**config.mk**
```make
export PLATFORM = sky130hd
export DESIGN_NAME = voice_mixer
export DESIGN_NICKNAME = d
export VERILOG_FILES = /design/src/rtl/synth_pkg.sv /design/src/rtl/rd_valid_pipe.sv /design/src/rtl/voice_mixer.sv
export SDC_FILE = /design/constraint.sdc
export NUM_CORES = 1
export LEC_CHECK = 0
export ABC_AREA = 1
export BUFFER_PORTS_ARGS = -buffer_cell sky130_fd_sc_hd__buf_4
export CORE_UTILIZATION = 60
export CTS_CLUSTER_SIZE = 24
export DETAILED_ROUTE_END_ITERATION = 12
export PLACE_DENSITY = 0.91
export SYNTH_ARGS = -nofsm -noshare
export SYNTH_HDL_FRONTEND = slang
export SYNTH_HIERARCHICAL = 1
export SYNTH_SLANG_ARGS = --single-unit
```
**constraint.sdc**
```tcl
create_clock -name clk_in -period 10.1 [get_ports clk_in]
set_input_delay 0.505 -clock clk_in [delete_from_list [all_inputs] [get_ports clk_in]]
set_output_delay 0.505 -clock clk_in [all_outputs]
set_load 0.03 [all_outputs]
```
**src/rtl/synth_pkg.sv**
```systemverilog
// Shared definitions for the synth voice path: voice count, default sample
// width, mixer FSM states and the normalisation-shift helper.
package synth_pkg;

    localparam int unsigned NUM_VOICES       = 8;
    localparam int unsigned SAMPLE_WIDTH_DEF = 16;
    localparam int unsigned VOICE_CNT_WIDTH  = 4;

    typedef enum logic [2:0] {
        IDLE,
        ISSUE,
        DRAIN,
        NORM,
        OUT
    } mix_state_t;

    // Right-shift used to scale the voice sum by the number of active voices.
    function automatic logic [1:0] norm_shift(input logic [NUM_VOICES-1:0] mask);
        logic [VOICE_CNT_WIDTH-1:0] n;
        n = '0;
        for (int i = 0; i < int'(NUM_VOICES); i++) begin
            n = n + VOICE_CNT_WIDTH'(mask[i]);
        end
        if (n <= VOICE_CNT_WIDTH'(1)) begin
            norm_shift = 2'd0;
        end else if (n == VOICE_CNT_WIDTH'(2)) begin
            norm_shift = 2'd1;
        end else if (n <= VOICE_CNT_WIDTH'(4)) begin
            norm_shift = 2'd2;
        end else begin
            norm_shift = 2'd3;
        end
    endfunction

endpackage

```
**src/rtl/rd_valid_pipe.sv**
```systemverilog
// Fixed-depth 1-bit delay line that tracks which wavetable reads return data.
// Ports: clk_in/rst_in (async active-low), d_in strobe in, q_out strobe
// delayed by DEPTH cycles.
module rd_valid_pipe #(
    parameter int unsigned DEPTH = 2
) (
    input  logic clk_in,
    input  logic rst_in,
    input  logic d_in,
    output logic q_out
);

    logic [DEPTH-1:0] sr;

    // Shift in at bit 0; the truncating cast drops the oldest bit.
    always_ff @(posedge clk_in or negedge rst_in) begin
        if (!rst_in) begin
            sr <= '0;
        end else begin
            sr <= DEPTH'({sr, d_in});
        end
    end

    assign q_out = sr[DEPTH-1];

endmodule

```
**src/rtl/voice_mixer.sv**
```systemverilog
// Frame-based voice mixer: on each sample tick, snapshots the 8 voice
// addresses and active mask, reads one wavetable sample per active voice,
// sums them and scales the sum by the active-voice count.
// Ports: clk_in, rst_in (async active-low); addr_in/active_voices_in voice
// state; sample_tick_in frame start; rd_addr_out/rd_en_out/rd_data_in
// wavetable read port; mix_out/mix_valid_out result; busy_out frame in
// progress; overrun_out tick received while busy.
module voice_mixer
    import synth_pkg::*;
#(
    parameter int unsigned ADDR_WIDTH   = 8,
    parameter int unsigned SAMPLE_WIDTH = SAMPLE_WIDTH_DEF,
    parameter int unsigned RD_LATENCY   = 2
) (
    input  logic                                   clk_in,
    input  logic                                   rst_in,
    input  logic [NUM_VOICES-1:0][ADDR_WIDTH-1:0]  addr_in,
    input  logic [NUM_VOICES-1:0]                  active_voices_in,
    input  logic                                   sample_tick_in,
    output logic [ADDR_WIDTH-1:0]                  rd_addr_out,
    output logic                                   rd_en_out,
    input  logic signed [SAMPLE_WIDTH-1:0]         rd_data_in,
    output logic signed [SAMPLE_WIDTH-1:0]         mix_out,
    output logic                                   mix_valid_out,
    output logic                                   busy_out,
    output logic                                   overrun_out
);

    // Three guard bits hold the sum of eight full-scale samples.
    localparam int unsigned ACC_WIDTH = SAMPLE_WIDTH + 3;
    localparam int unsigned CNT_WIDTH = 3;

    mix_state_t                            state;
    logic [CNT_WIDTH-1:0]                  cnt;
    logic [CNT_WIDTH-1:0]                  next_voice_c;
    logic [NUM_VOICES-1:0][ADDR_WIDTH-1:0] snap_addr;
    logic [NUM_VOICES-1:0]                 snap_active;
    logic signed [ACC_WIDTH-1:0]           acc;
    logic                                  rd_valid;

    assign next_voice_c = cnt + CNT_WIDTH'(1);

    // Marks the cycles in which rd_data_in carries a requested sample.
    rd_valid_pipe #(
        .DEPTH (RD_LATENCY)
    ) u_rd_valid_pipe (
        .clk_in (clk_in),
        .rst_in (rst_in),
        .d_in   (rd_en_out),
        .q_out  (rd_valid)
    );

    // Frame sequencer, read issue, accumulation and output registers.
    always_ff @(posedge clk_in or negedge rst_in) begin
        if (!rst_in) begin
            state         <= IDLE;
            cnt           <= '0;
            snap_addr     <= '0;
            snap_active   <= '0;
            acc           <= '0;
            rd_addr_out   <= '0;
            rd_en_out     <= 1'b0;
            mix_out       <= '0;
            mix_valid_out <= 1'b0;
            busy_out      <= 1'b0;
            overrun_out   <= 1'b0;
        end else begin
            overrun_out   <= sample_tick_in && busy_out;
            mix_valid_out <= 1'b0;

            if (rd_valid) begin
                acc <= acc + ACC_WIDTH'(rd_data_in);
            end

            case (state)
                IDLE: begin
                    if (sample_tick_in) begin
                        snap_addr   <= addr_in;
                        snap_active <= active_voices_in;
                        acc         <= '0;
                        busy_out    <= 1'b1;
                        // Voice 0 is issued straight from the inputs so the
                        // first read lands in the cycle right after the tick.
                        rd_en_out   <= active_voices_in[0];
                        rd_addr_out <= active_voices_in[0] ? addr_in[0] : '0;
                        cnt         <= '0;
                        state       <= ISSUE;
                    end
                end
                ISSUE: begin
                    if (cnt == CNT_WIDTH'(NUM_VOICES - 1)) begin
                        rd_en_out   <= 1'b0;
                        rd_addr_out <= '0;
                        cnt         <= '0;
                        state       <= DRAIN;
                    end else begin
                        rd_en_out   <= snap_active[next_voice_c];
                        rd_addr_out <= snap_active[next_voice_c] ?
                                       snap_addr[next_voice_c] : '0;
                        cnt         <= next_voice_c;
                    end
                end
                DRAIN: begin
                    if (cnt == CNT_WIDTH'(RD_LATENCY - 1)) begin
                        cnt   <= '0;
                        state <= NORM;
                    end else begin
                        cnt <= cnt + CNT_WIDTH'(1);
                    end
                end
                NORM: begin
                    mix_out       <= SAMPLE_WIDTH'(acc >>> norm_shift(snap_active));
                    mix_valid_out <= 1'b1;
                    state         <= OUT;
                end
                OUT: begin
                    busy_out <= 1'b0;
                    state    <= IDLE;
                end
                default: begin
                    state <= IDLE;
                end
            endcase
        end
    end

endmodule

```
## Yosys cells after proc, flatten, opt, wreduce, memory -nomap -nowiden

Index checks and enable logic that the tools add are counted.

- Bits in registers: 127
- Latch bits: 0
- RAM bits: 0
- Memory bits (read-only): 0
- Input port bits: 91
- Output and inout port bits: 28
- Logic and storage cells: 82
- Memories kept: 0

- $add $sub $neg: 9
- Multiply operators: 0
- Div/mod/pow operators: 0
- $lt $le $gt $ge: 3
- Eq/ne operators: 10
- Shift operators: 1
- Muxes and demuxes: 30
- Bitwise operators: 0
- Reduce and logical (&&, ||, !) cells: 10

Operators by type and width:

| operator | count |
|---|---|
| 19-bit 2-to-1 mux | 3 |
| 8-bit 2-to-1 mux | 5 |
| 8-bit binary-select mux with 3-bit select | 1 |
| 19-bit by 16-bit adder with 19-bit output | 1 |
| 19-bit by 2-bit >>> shifter with 16-bit output | 1 |
| 3-bit 2-to-1 mux | 6 |
| 4-bit by 1-bit adder with 4-bit output | 4 |
| 8-bit one-hot mux with 2 select lines | 1 |
| 3-bit one-hot mux with 4 select lines | 1 |
| 3-bit one-hot mux with 3 select lines | 1 |
| 2-bit AND reduction | 4 |
| 3-bit by 1-bit equality test with 1-bit output (second input constant) | 2 |
| 3-bit by 2-bit equality test with 1-bit output (second input constant) | 2 |
| 3-bit equality test (second input constant) | 2 |
| 1-bit 2-to-1 mux | 6 |
| 2-bit 2-to-1 mux | 3 |
| 2-bit inequality test (second input constant) | 3 |
| 3-bit by 1-bit adder with 4-bit output | 1 |
| 4-bit by 2-bit equality test with 1-bit output (second input constant) | 1 |
| 4-bit by 1-bit less-or-equal comparator with 1-bit output (second input constant) | 1 |
| 4-bit by 3-bit less-or-equal comparator with 1-bit output (second input constant) | 1 |
| 3-bit by 4-bit < comparator with 1-bit output (second input constant) | 1 |
| 1-bit one-hot mux with 2 select lines | 2 |
| 2-bit nonzero test | 2 |
| 8 further kinds | 8 |

## Longest topological paths before layout

Gate-level depths: netlist of run 1.

- Word-level depth: 13
- Gate-level depth with buffers: 16

## By module

Netlist of run 1, hierarchy kept.

By module, submodules not included:

| module | times used | cells an instance | area an instance (um2) | sequential area each (um2) |
|---|---|---|---|---|
| voice_mixer | 1 | 1004 | 7329.5 | 3128.0 |
| rd_valid_pipe | 1 | 2 | 50.0 | 50.0 |

## Worst setup path after synthesis of run 1

Ideal clock, no wire load.

- Path kind: register -> register
- Start: register snap_active[0]
- End: register mix_out[1]
- Data arrival time: 3.351 ns
- Path slack: 6.632 ns
- Stages on the path, launching flop included: 16
- Path buffers: 2
- Period minus slack after synthesis: 3.468 ns
- Cells stage by stage: dfrtp_1 -> fa_1 -> inv_1 -> fa_1 -> fa_1 -> inv_1 -> ha_1 -> fa_1 -> a22oi_1 -> nand2_2 -> buf_6 -> buf_12 -> a21oi_2 -> o21ai_1 -> nand3_1 -> nand2_1

- Cells in the longest elaborated chain, start to end: 13
- Elaborated cells on any way between the ends: 15
- Classes of those cells: 7 x add/sub; 2 x order compare; 1 x eq/ne; 1 x shift; 4 x mux

RTL lines:

| item | RTL line | source |
|---|---|---|
| start, declared | voice_mixer.sv:37 | `logic [NUM_VOICES-1:0] snap_active;` |
| start signal, assigned | voice_mixer.sv:79 | `snap_active <= active_voices_in;` |
| 1-bit by 1-bit adder with 2-bit output * | synth_pkg.sv:22 | `n = n + VOICE_CNT_WIDTH'(mask[i]);` |
| 2-bit by 1-bit adder with 3-bit output * | synth_pkg.sv:22 |  |
| 3-bit by 1-bit adder with 4-bit output * | synth_pkg.sv:22 |  |
| 4-bit by 1-bit adder with 4-bit output * (4 in a row) | synth_pkg.sv:22 |  |
| 4-bit by 3-bit less-or-equal comparator with 1-bit output | synth_pkg.sv:28 | `end else if (n <= VOICE_CNT_WIDTH'(4)) begin` |
| 1-bit 2-to-1 mux | synth_pkg.sv:28 |  |
| 2-bit 2-to-1 mux | synth_pkg.sv:26 | `end else if (n == VOICE_CNT_WIDTH'(2)) begin` |
| 2-bit 2-to-1 mux * | synth_pkg.sv:24 | `if (n <= VOICE_CNT_WIDTH'(1)) begin` |
| 2-bit 2-to-1 mux * | voice_mixer.sv:75 | `case (state)` |
| 19-bit by 2-bit >>> shifter with 16-bit output * | voice_mixer.sv:112 | `mix_out <= SAMPLE_WIDTH'(acc >>> norm_shift(snap_active));` |
| end signal, assigned | voice_mixer.sv:112 |  |
| end, declared | voice_mixer.sv:23 | `output logic signed [SAMPLE_WIDTH-1:0] mix_out,` |

Every way passes the cells marked *; elsewhere a longest branch is shown, timed or not. The select of a mux whose other input is x is not followed.
A chain may end at the register's enable or synchronous reset.

## Worst setup path after layout of run 1

- Start: register snap_active[0]
- End: register mix_out[5]

The elaborated chain is that of the path after synthesis.

==> metrics.txt, run 1 <==
status=finished clean; Critical Path End Type=flip-flop; class of the most critical hold timing path=primary input to async pin; share of the clock period used by the worst path=40.71%; RD Place Congestion=0.8533; post-synth top area cell=sky130_fd_sc_hd__dfrtp_1; DR iter-0 viols=802; Final Slew Violations=0; number of nets still failing antenna checks after routing=0; total number of vias=7087; effective utilization at floorplan=61.44%; worst-margin pin slew=1.160 ns; die span in x=112.9 um; worst slack at placement=6.135 ns; CTS tree=built; most common flop cell mapped by yosys=sky130_fd_sc_hd__dfrtp_1; Syn. warnings=6; total of max-cap violations=0; GR Util met2=49.79%; number of nets in the synthesized netlist=1126; number of flip-flops and latches in the synthesized netlist=127; worst hold-check slack=0.1747 ns; filler cell count=894; count of TritonRoute iterations in the first routing pass=5; minimum clock period=4.111 ns; fraction of layout instances using a drive strength above 1=16.25%; grt met3 use=6.481%; number of buffers inserted during clock tree synthesis=17; synthesis-to-finish area growth=18.87%; type of origin of the critical path=flip-flop; average vias per placed instance=5.594; master cell of the clock root buffer=sky130_fd_sc_hd__clkbuf_16; CTS sink count=127; share of the synthesized area in the top cell type=43.07%; critical setup path kind=flip-flop to flip-flop; summed negative setup slack over all endpoints=0 ns; worst-case setup margin in the final layout=5.989 ns; htree depth=4; die outline area=0.01275 mm^2; core region area=0.01201 mm^2; number of gates given a new drive strength after cts=0; pin count of the biggest net entering global routing=90; total gr overflow=0; Final Hold Fails=0; input/output buffers=118; CP Max Fanout=20; post-synth cell types=35; Post CTS Setup Buffer Count=0; global-route wire length before repair=31430 um; top post-synthesis cells by area=sky130_fd_sc_hd__dfrtp_1 43%, sky130_fd_sc_hd__nand2_1 20%, sky130_fd_sc_hd__nand3_1 5.2%; synthesized area per cell=7.336 um^2; number of nets in the layout=1227; Max Root-Sink Buffers=2; count of flip-flops with a built-in enable after synthesis=0; sequential fraction of the synthesis area=43.07%; normalized max-slew margin=22.66%; vias in the first global route=6714; # setup viols final=0; Worst-Skew Late Latency=0.42 ns; signal arrival time at the worst endpoint=4.46 ns; remaining routing DRC violations=0; final cell count without fillers=1267; hold buffer count at CTS=0; top achievable clock speed=0.2432 GHz; clock input transition at the sequential cells of the worst setup and hold paths=0.06 ns; All-Layer GR Usage=31.28%; required time at the worst-slack endpoint=10.45 ns; Top Usage Layer GRT=met2; synthesized instance count=1006; share of synthesized registers carrying an async set or reset=100.0%; met1 global-route usage=43.06%; diodes inserted=0; half-perimeter wire length after detailed placement=12770 um; die height=112.9 um; area of the mapped netlist=0.007380 mm^2; antenna violations before repair=0; cell count after placement=1235; clock skew after layout=0.008137 ns; wire length per cell after detailed routing=14.81 um; ports placed on the boundary=119; routed wire length=18760 um; Row Count=40; RSZ-0062 raised after global routing=false
[flip-flops by register name, indices dropped and copies added, names as in the netlist]
signal	count
acc	19
busy_out	1
cnt	3
mix_out	16
mix_valid_out	1
overrun_out	1
rd_addr_out	8
rd_en_out	1
snap_active	8
snap_addr	64
state	3
u_rd_valid_pipe/sr	2
[cell type report]
type | instances | area [um^2] | share of cell area [%]
clock buffers | 17 | 425.4 | 4.850
clock inverters | 15 | 147.6 | 1.683
inverters | 96 | 360.3 | 4.108
multi-input cells | 743 | 3561 | 40.59
flip-flops and latches | 127 | 3178 | 36.23
well taps | 147 | 183.9 | 2.097
repair buffers | 122 | 915.9 | 10.44
[worst paths after layout]
check	end	cells after the start	startpoint	slack, ns
min in group clk_in	snap_addr[43]	3	addr_in[43]	0.28
max in group asynchronous	snap_addr[15]	2	rst_in	8.65
max	mix_out[5]	14	snap_active[0]	5.99
max reg2reg	mix_out[5]	14	snap_active[0]	5.99
min	acc[13]	1	rst_in	0.17
min reg2reg	u_rd_valid_pipe/sr[1]	0	u_rd_valid_pipe/sr[0]	0.36
[critical path: stages, from the launching register on]
cell and delay, ns:
sky130_fd_sc_hd__dfrtp_1 0.40, sky130_fd_sc_hd__fa_1 0.55, sky130_fd_sc_hd__inv_1 0.06, sky130_fd_sc_hd__fa_1 0.47, sky130_fd_sc_hd__fa_1 0.49, sky130_fd_sc_hd__inv_1 0.04
sky130_fd_sc_hd__ha_1 0.20, sky130_fd_sc_hd__fa_1 0.48, sky130_fd_sc_hd__a22oi_1 0.27, sky130_fd_sc_hd__nand2_2 0.31, sky130_fd_sc_hd__inv_2 0.34, sky130_fd_sc_hd__nand2_1 0.13
sky130_fd_sc_hd__nand3_1 0.10, sky130_fd_sc_hd__nand3_1 0.10, sky130_fd_sc_hd__nand2_1 0.09
[cell usage after synthesis (2+ instances only)]
master and count:
sky130_fd_sc_hd__a21boi_1 8, sky130_fd_sc_hd__buf_2 16, sky130_fd_sc_hd__xor2_1 2, sky130_fd_sc_hd__o21ai_1 18, sky130_fd_sc_hd__or2_1 9, sky130_fd_sc_hd__fa_1 5
sky130_fd_sc_hd__a21oi_1 32, sky130_fd_sc_hd__nor2_4 2, sky130_fd_sc_hd__nand3b_1 2, sky130_fd_sc_hd__ha_1 24, sky130_fd_sc_hd__or2_2 3, sky130_fd_sc_hd__nand4_1 5
sky130_fd_sc_hd__buf_6 9, sky130_fd_sc_hd__o211ai_1 10, sky130_fd_sc_hd__dfrtp_1 127, sky130_fd_sc_hd__nand3_1 77, sky130_fd_sc_hd__o21ai_0 76, sky130_fd_sc_hd__nor2_1 61
sky130_fd_sc_hd__nor3_1 5, sky130_fd_sc_hd__inv_1 87, sky130_fd_sc_hd__clkbuf_1 7, sky130_fd_sc_hd__nand2_2 10, sky130_fd_sc_hd__nand2_1 385, sky130_fd_sc_hd__inv_2 9
sky130_fd_sc_hd__buf_4 7
[per-stage QoR]
step	utilization (%)	instance area, um^2
after floorplan	-	7380
after detailed placement	68.26	8199
after global placement	68.26	8199
after global routing	73.03	8772
final	73.03	8772
after CTS	73.03	8772
[logic make-up (layout without fill, tap and decap cells)]
logic type / Yosys count / after routing / synth area share [%]
adders and majority gates: 29 / 29 / 5.426
buffers and inverters: 136 / 250 / 8.681
DFF: 127 / 127 / 43.07
and+or+nand+nor: 563 / 563 / 31.71
AOI/OAI and AO/OA: 149 / 149 / 10.89
xor gates and xnor gates: 2 / 2 / 0.2374
[cell usage in the layout (no fill, tap or decap), types with 3 or more instances in the layout]
cell / Yosys / final
sky130_fd_sc_hd__o21ai_1: 18 / 18
sky130_fd_sc_hd__or2_2: 3 / 3
sky130_fd_sc_hd__buf_4: 7 / 122
sky130_fd_sc_hd__or2_1: 9 / 9
sky130_fd_sc_hd__fa_1: 5 / 5
sky130_fd_sc_hd__inv_6: 0 / 5
sky130_fd_sc_hd__dfrtp_1: 127 / 127
sky130_fd_sc_hd__nor2_1: 61 / 61
sky130_fd_sc_hd__a21oi_1: 32 / 32
sky130_fd_sc_hd__o21ai_0: 76 / 76
sky130_fd_sc_hd__inv_8: 0 / 3
sky130_fd_sc_hd__o211ai_1: 10 / 10
sky130_fd_sc_hd__nand3_1: 77 / 77
sky130_fd_sc_hd__a21boi_1: 8 / 8
sky130_fd_sc_hd__nand4_1: 5 / 5
sky130_fd_sc_hd__inv_2: 9 / 9
sky130_fd_sc_hd__inv_1: 87 / 87
sky130_fd_sc_hd__ha_1: 24 / 24
sky130_fd_sc_hd__nand2_2: 10 / 10
sky130_fd_sc_hd__nand2_1: 385 / 385
sky130_fd_sc_hd__nor3_1: 5 / 5
sky130_fd_sc_hd__clkbuf_16: 0 / 17
[per-layer routing]
layer	vias to the layer above	wire length (um)
li1	3401	-
met1	3310	8034
met2	343	8977
met3	33	1367
met4	0	381
met5	-	0
Power of run 1 is not shown: default switching activity piles up to over one toggle a cycle in this logic, so the estimate is an artifact.
==> run 2, diff against run 1 <==
Settings changed: CORE_UTILIZATION 60 to 52, PLACE_DENSITY 0.91 to 0.84.
Clock period 10.1 ns to 3.75 ns, I/O delays scaled along.
==> run 2 against run 1 <==
Against the previous run:
- non-clock buffer count is 78 higher
- worst hold slack got worse by 0.17 ns
- clock skew grew 0.0092 ns
- register-to-register slack worse by 6.0 ns
- clock-buffer cell count rose by 2
- setup slack got worse by 6.0 ns
- critical path type unchanged
- largest cell class unchanged
- highest routed layer unchanged
==> metrics.txt, run 2 (same netlist as run 1, synthesis figures left out) <==
count of cells along the worst register-to-register path=14 (unchanged); Slowest cell on crit path=sky130_fd_sc_hd__fa_1; clock input transition at the sequential cells of the worst setup and hold paths=0.07 ns (about the same); ports placed on the boundary=119 (unchanged); cell count after placement=1273 (+3.1%); total gr overflow=0 (unchanged); pin count of the biggest net entering global routing=89 (-1.1%); normalized max-slew margin=20.96% (-1.7 points); Final Util=69.61% (-3.4 points); registers with the highest flip-flop counts=snap_addr (64), acc (19), mix_out (16); half-perimeter wire length after detailed placement=12990 um (+1.8%); Final Hold Fails=0 (unchanged); most frequent cell on the critical path=sky130_fd_sc_hd__fa_1; class of the most critical hold timing path=primary input to flip-flop; status=finished clean; master cell of the clock root buffer=sky130_fd_sc_hd__clkbuf_16; remaining routing DRC violations=0 (unchanged); number of nets in the layout=1305 (+6.4%); total number of vias=7701 (+8.7%); Max Root-Sink Buffers=2 (unchanged); Setup crit end=mix_out[7]; diodes inserted=0 (unchanged); worst-case register-to-register setup slack=0.003 ns (-5.99 ns); worst slack at placement=0.09301 ns (-6.042 ns); CTS sink count=127 (unchanged); input/output buffers=118 (unchanged); fraction of layout instances using a drive strength above 1=16.36% (+0.11 points); launch point of the critical path=snap_active[0]; effective utilization at floorplan=53.16% (-8.3 points); All-Layer GR Usage=30.41% (-0.87 points); share of the clock period used by the worst path=99.91% (+59 points); Max stage delay on crit path=0.54 ns (about the same); Final Slew Violations=0 (unchanged); routed wire length=21610 um (+15%); Post CTS Setup Buffer Count=0 (unchanged); most frequent cells in the layout=382 x sky130_fd_sc_hd__nand2_1, 127 x sky130_fd_sc_hd__dfrtp_1, 126 x sky130_fd_sc_hd__buf_4; # setup viols final=0 (unchanged); Critical Path End Type=flip-flop; htree depth=4 (unchanged); minimum clock period=3.747 ns (-0.3645 ns); filler cell count=993 (+11%); number of nets still failing antenna checks after routing=0 (unchanged); commonest non-fill, non-tap cell in the layout=sky130_fd_sc_hd__nand2_1; synthesis-to-finish area growth=30.94%; required time at the worst-slack endpoint=4.05 ns (-6.40 ns); total of max-cap violations=0 (unchanged); signal arrival time at the worst endpoint=4.05 ns (-0.41 ns); final cell count without fillers=1378 (+8.8%); CTS tree=built; Largest register FFs=64 (unchanged); wire length per cell after detailed routing=15.68 um (+5.9%); register with the most flip-flops=snap_addr; R2R Path End=mix_out[7]; global-route wire length before repair=34430 um (+9.6%); RD Place Congestion=0.8597 (+0.75%); FF-to-FF Start=snap_active[0]; Row Count=43 (+7.5%); vias in the first global route=7219 (+7.5%); type of origin of the critical path=flip-flop; worst-case setup margin in the final layout=0.003259 ns (-5.986 ns); top achievable clock speed=0.2669 GHz (+9.7%); number of buffers inserted during clock tree synthesis=17 (unchanged); die outline area=0.01467 mm^2 (+15%); worst-margin pin slew=1.186 ns (+0.02550 ns); clock skew after layout=0.01736 ns (+0.009221 ns); critical setup path kind=flip-flop to flip-flop; CP Max Fanout=5 (-75%); Worst-Skew Late Latency=0.43 ns (about the same); die span in x=121.1 um (+7.3%); core region area=0.01388 mm^2 (+16%); average vias per placed instance=5.589 (about the same); worst hold-check slack=0.006677 ns (-0.1680 ns); RSZ-0062 raised after global routing=true; cells along the critical path=fa_1 -> inv_1 -> fa_1 -> fa_1 -> inv_1 -> ha_2 -> fa_1 -> a22oi_2 -> nand2_4 -> buf_12 -> nand2_1 -> nand3_1 -> nand3_1 -> nand2_1; antenna violations before repair=0 (unchanged); die height=121.1 um (+7.3%); count of TritonRoute iterations in the first routing pass=6 (+1); DR iter-0 viols=875 (+9.1%)
run 2: cell type report:
cell class | instances | area (um^2) | share of cell area, %
Sequential cell | 127 | 3178 | 32.89
Clock buffer | 19 | 442.9 | 4.584
Clock inverter | 13 | 127.6 | 1.321
Timing Repair Buffer | 200 | 1727 | 17.87
Multi-Input combinational cell | 743 | 3596 | 37.21
Tap cell | 180 | 225.2 | 2.331
Inverter | 96 | 366.6 | 3.794
run 2: worst max-delay path: cells and delay by family (launching register included):
kind	cells	cell delay (ns)
flip-flops	1	0.40
adder cells (fa/ha/maj)	5	2.14
AO/OA/AOI/OAI	1	0.25
buffers and inverters	3	0.26
AND/OR/NAND/NOR	5	0.55
run 2: worst min-delay path by stage:
stage	startpoint	endpoint	slack, ns	depth (start not counted)
2_1_floorplan	rst_in	acc[0]	-0.11	0
3_3_place_gp	u_rd_valid_pipe/sr[0]	u_rd_valid_pipe/sr[1]	0.33	0
3_5_place_dp	u_rd_valid_pipe/sr[0]	u_rd_valid_pipe/sr[1]	0.34	0
4_1_cts	sample_tick_in	overrun_out	0.002	3
5_1_grt	addr_in[7]	snap_addr[7]	0.01	3
6_report	sample_tick_in	overrun_out	0.007	3
run 2: stage by stage:
stage / instance area, um^2 / TNS, ns
after floorplan: 7380 / 0
after global placement: 8278 / 0
after detailed placement: 8278 / 0
after CTS: 9559 / 0
after global routing: 9663 / -0.3030
final: 9663 / 0
run 2: layer usage:
metal	part of all wire, %	wire, um	track usage [%]	vias up
met5	0	0	0	-
met3	7.4	1602	5.263	80
li1	-	-	-	3573
met1	40	8742	38.90	3642
met2	49	10540	49.89	406
met4	3.4	726	14.81	0
run 2: timing repair:
| action | in CTS | in global routing |
|---|---|---|
| hold buffers | 71 | 0 |
| resized for setup | 0 | 16 |
| hold endpoints to repair | 145 | 0 |
| endpoints found under the setup margin | 0 | 16 |
Power of run 2 is left out for the same reason.
==> run 3, diff against run 2 <==
Settings changed: CORE_ASPECT_RATIO set to 1.2, CTS_CLUSTER_DIAMETER set to 60.
==> run 3 against run 2 <==
Against the previous run:
- die area is essentially flat
- register-to-register slack improved by 0.17 ns
- critical endpoint is now mix_out[12]
- final cell count down 1.5%
- non-clock buffer count decreased by 11
- global-route usage fell by 2.3 points
- sequential share of layout area grew 0.39 points
==> metrics.txt, run 3 (same netlist as run 1, synthesis figures left out) <==
master cell of the clock root buffer=sky130_fd_sc_hd__clkbuf_16; synthesis-to-finish area growth=29.42%; count of TritonRoute iterations in the first routing pass=7 (+1); remaining routing DRC violations=0 (unchanged); signal arrival time at the worst endpoint=3.87 ns (-0.18 ns); startpoint of the most critical hold path=addr_in[53]; Final Hold Fails=0 (unchanged); vias in the first global route=7078 (-2.0%); filler cell count=1037 (+4.4%); status=finished clean; Largest register FFs=64 (unchanged); clock input transition at the sequential cells of the worst setup and hold paths=0.06 ns (about the same); share of the clock period used by the worst path=95.35% (-4.6 points); number of buffers inserted during clock tree synthesis=17 (unchanged); RD Place Congestion=0.8728 (+1.5%); normalized max-slew margin=26.09% (+5.1 points); register cell area after layout=0.003178 mm^2 (unchanged); diodes inserted=0 (unchanged); global-route wire length before repair=33000 um (-4.2%); required time at the worst-slack endpoint=4.04 ns (about the same); most frequent cells in the layout=385 x sky130_fd_sc_hd__nand2_1, 127 x sky130_fd_sc_hd__dfrtp_1, 122 x sky130_fd_sc_hd__buf_4; Final Slew Violations=0 (unchanged); final cell count without fillers=1358 (-1.5%); clock skew after layout=0.008316 ns (-0.009042 ns); input/output buffers=118 (unchanged); FF-to-FF Start=snap_active[0]; number of nets still failing antenna checks after routing=0 (unchanged); launch point of the critical path=snap_active[0]; DR iter-0 viols=509 (-42%); Critical Path End Type=flip-flop; CTS sink count=127 (unchanged); total of max-cap violations=0 (unchanged); critical setup path kind=flip-flop to flip-flop; total gr overflow=0 (unchanged); Post CTS Setup Buffer Count=0 (unchanged); CTS tree=built; Worst-Skew Late Latency=0.41 ns (-0.02 ns); die height=132.5 um (+9.4%); routed wire length=19990 um (-7.5%); cell count after placement=1261 (-0.94%); Max Root-Sink Buffers=2 (unchanged); top achievable clock speed=0.2797 GHz (+4.8%); ports placed on the boundary=119 (unchanged); half-perimeter wire length after detailed placement=12520 um (-3.7%); class of the most critical hold timing path=primary input to flip-flop; commonest non-fill, non-tap cell in the layout=sky130_fd_sc_hd__nand2_1; antenna violations before repair=0 (unchanged); fraction of layout instances using a drive strength above 1=15.84% (-0.52 points); CP Max Fanout=19 (+14); effective utilization at floorplan=53.40% (+0.24 points); register with the most flip-flops=snap_addr; total number of vias=7272 (-5.6%); summed negative setup slack over all endpoints=0 ns (unchanged); # setup viols final=0 (unchanged); All-Layer GR Usage=28.06% (-2.3 points); area of combinational cells with multiple inputs=0.003580 mm^2 (-0.45%); average vias per placed instance=5.355 (-4.2%); minimum clock period=3.576 ns (-0.1711 ns); type of origin of the critical path=flip-flop; registers with the highest flip-flop counts=snap_addr (64), acc (19), mix_out (16); pin count of the biggest net entering global routing=89 (unchanged); die outline area=0.01467 mm^2 (about the same); Row Count=47 (+9.3%); core region area=0.01382 mm^2 (-0.44%); number of nets in the layout=1294 (-0.84%); htree depth=4 (unchanged); worst-margin pin slew=1.109 ns (-0.07693 ns); die span in x=110.8 um (-8.6%); wire length per cell after detailed routing=14.72 um (-6.1%)
[run 3: routing by layer]
metal,vias up,share of wire [%],GRT usage (%),routed length [um]
met2,282,52,49.69,10310
li1,3542,-,-,-
met5,-,0,0,0
met4,0,3.4,13.04,679
met1,3386,39,32.88,7867
met3,62,5.7,5.176,1140
[run 3: final cells by class]
class	instances	area share, %
clock buffer	18	4.598
clock inverter	14	1.756
inverter	96	3.825
multi-input combinational	743	37.48
sequential	127	33.28
tap	171	2.240
timing repair buffer	189	16.82
[run 3: repair_timing]
action	in CTS	in global routing
setup endpoints to repair	0	16
gates resized for setup	0	10
endpoints found under the hold margin	117	0
hold buffers	65	0
[run 3: path summary, 6_finish.rpt]
check	end	slack (ns)	cells past startpoint
setup reg to reg	mix_out[12]	0.17	14
setup / recovery	mix_out[12]	0.17	14
min in group asynchronous	snap_addr[29]	0.36	2
hold / removal	snap_addr[53]	0.006	3
hold reg to reg	u_rd_valid_pipe/sr[1]	0.35	0
max in group asynchronous	busy_out	2.54	3
[run 3: through the flow]
step,setup WS (ns),hold WS (ns),utilization [%],area (um^2)
finish,0.1743,0.006213,69.11,9550
CTS,0.1210,0.00007985,68.85,9514
global placement,0.2338,0.2815,59.75,8257
floorplan,0.2818,-0.1081,-,7380
detailed placement,0.1383,0.2846,59.75,8257
global route,-0.0004592,0.0006836,69.11,9550
[run 3: critical path, stage by stage, from the launching register on]
cell	delay (ns)
sky130_fd_sc_hd__dfrtp_1	0.40
sky130_fd_sc_hd__fa_1	0.54
sky130_fd_sc_hd__inv_1	0.05
sky130_fd_sc_hd__fa_1	0.45
sky130_fd_sc_hd__fa_1	0.50
sky130_fd_sc_hd__inv_1	0.05
sky130_fd_sc_hd__ha_1	0.20
sky130_fd_sc_hd__fa_2	0.45
sky130_fd_sc_hd__a22oi_2	0.18
sky130_fd_sc_hd__nand2_2	0.12
sky130_fd_sc_hd__buf_12	0.18
sky130_fd_sc_hd__nand2_1	0.08
sky130_fd_sc_hd__nand3_1	0.09
sky130_fd_sc_hd__nand3_1	0.11
sky130_fd_sc_hd__nand2_1	0.07
Power of run 3 is left out for the same reason.
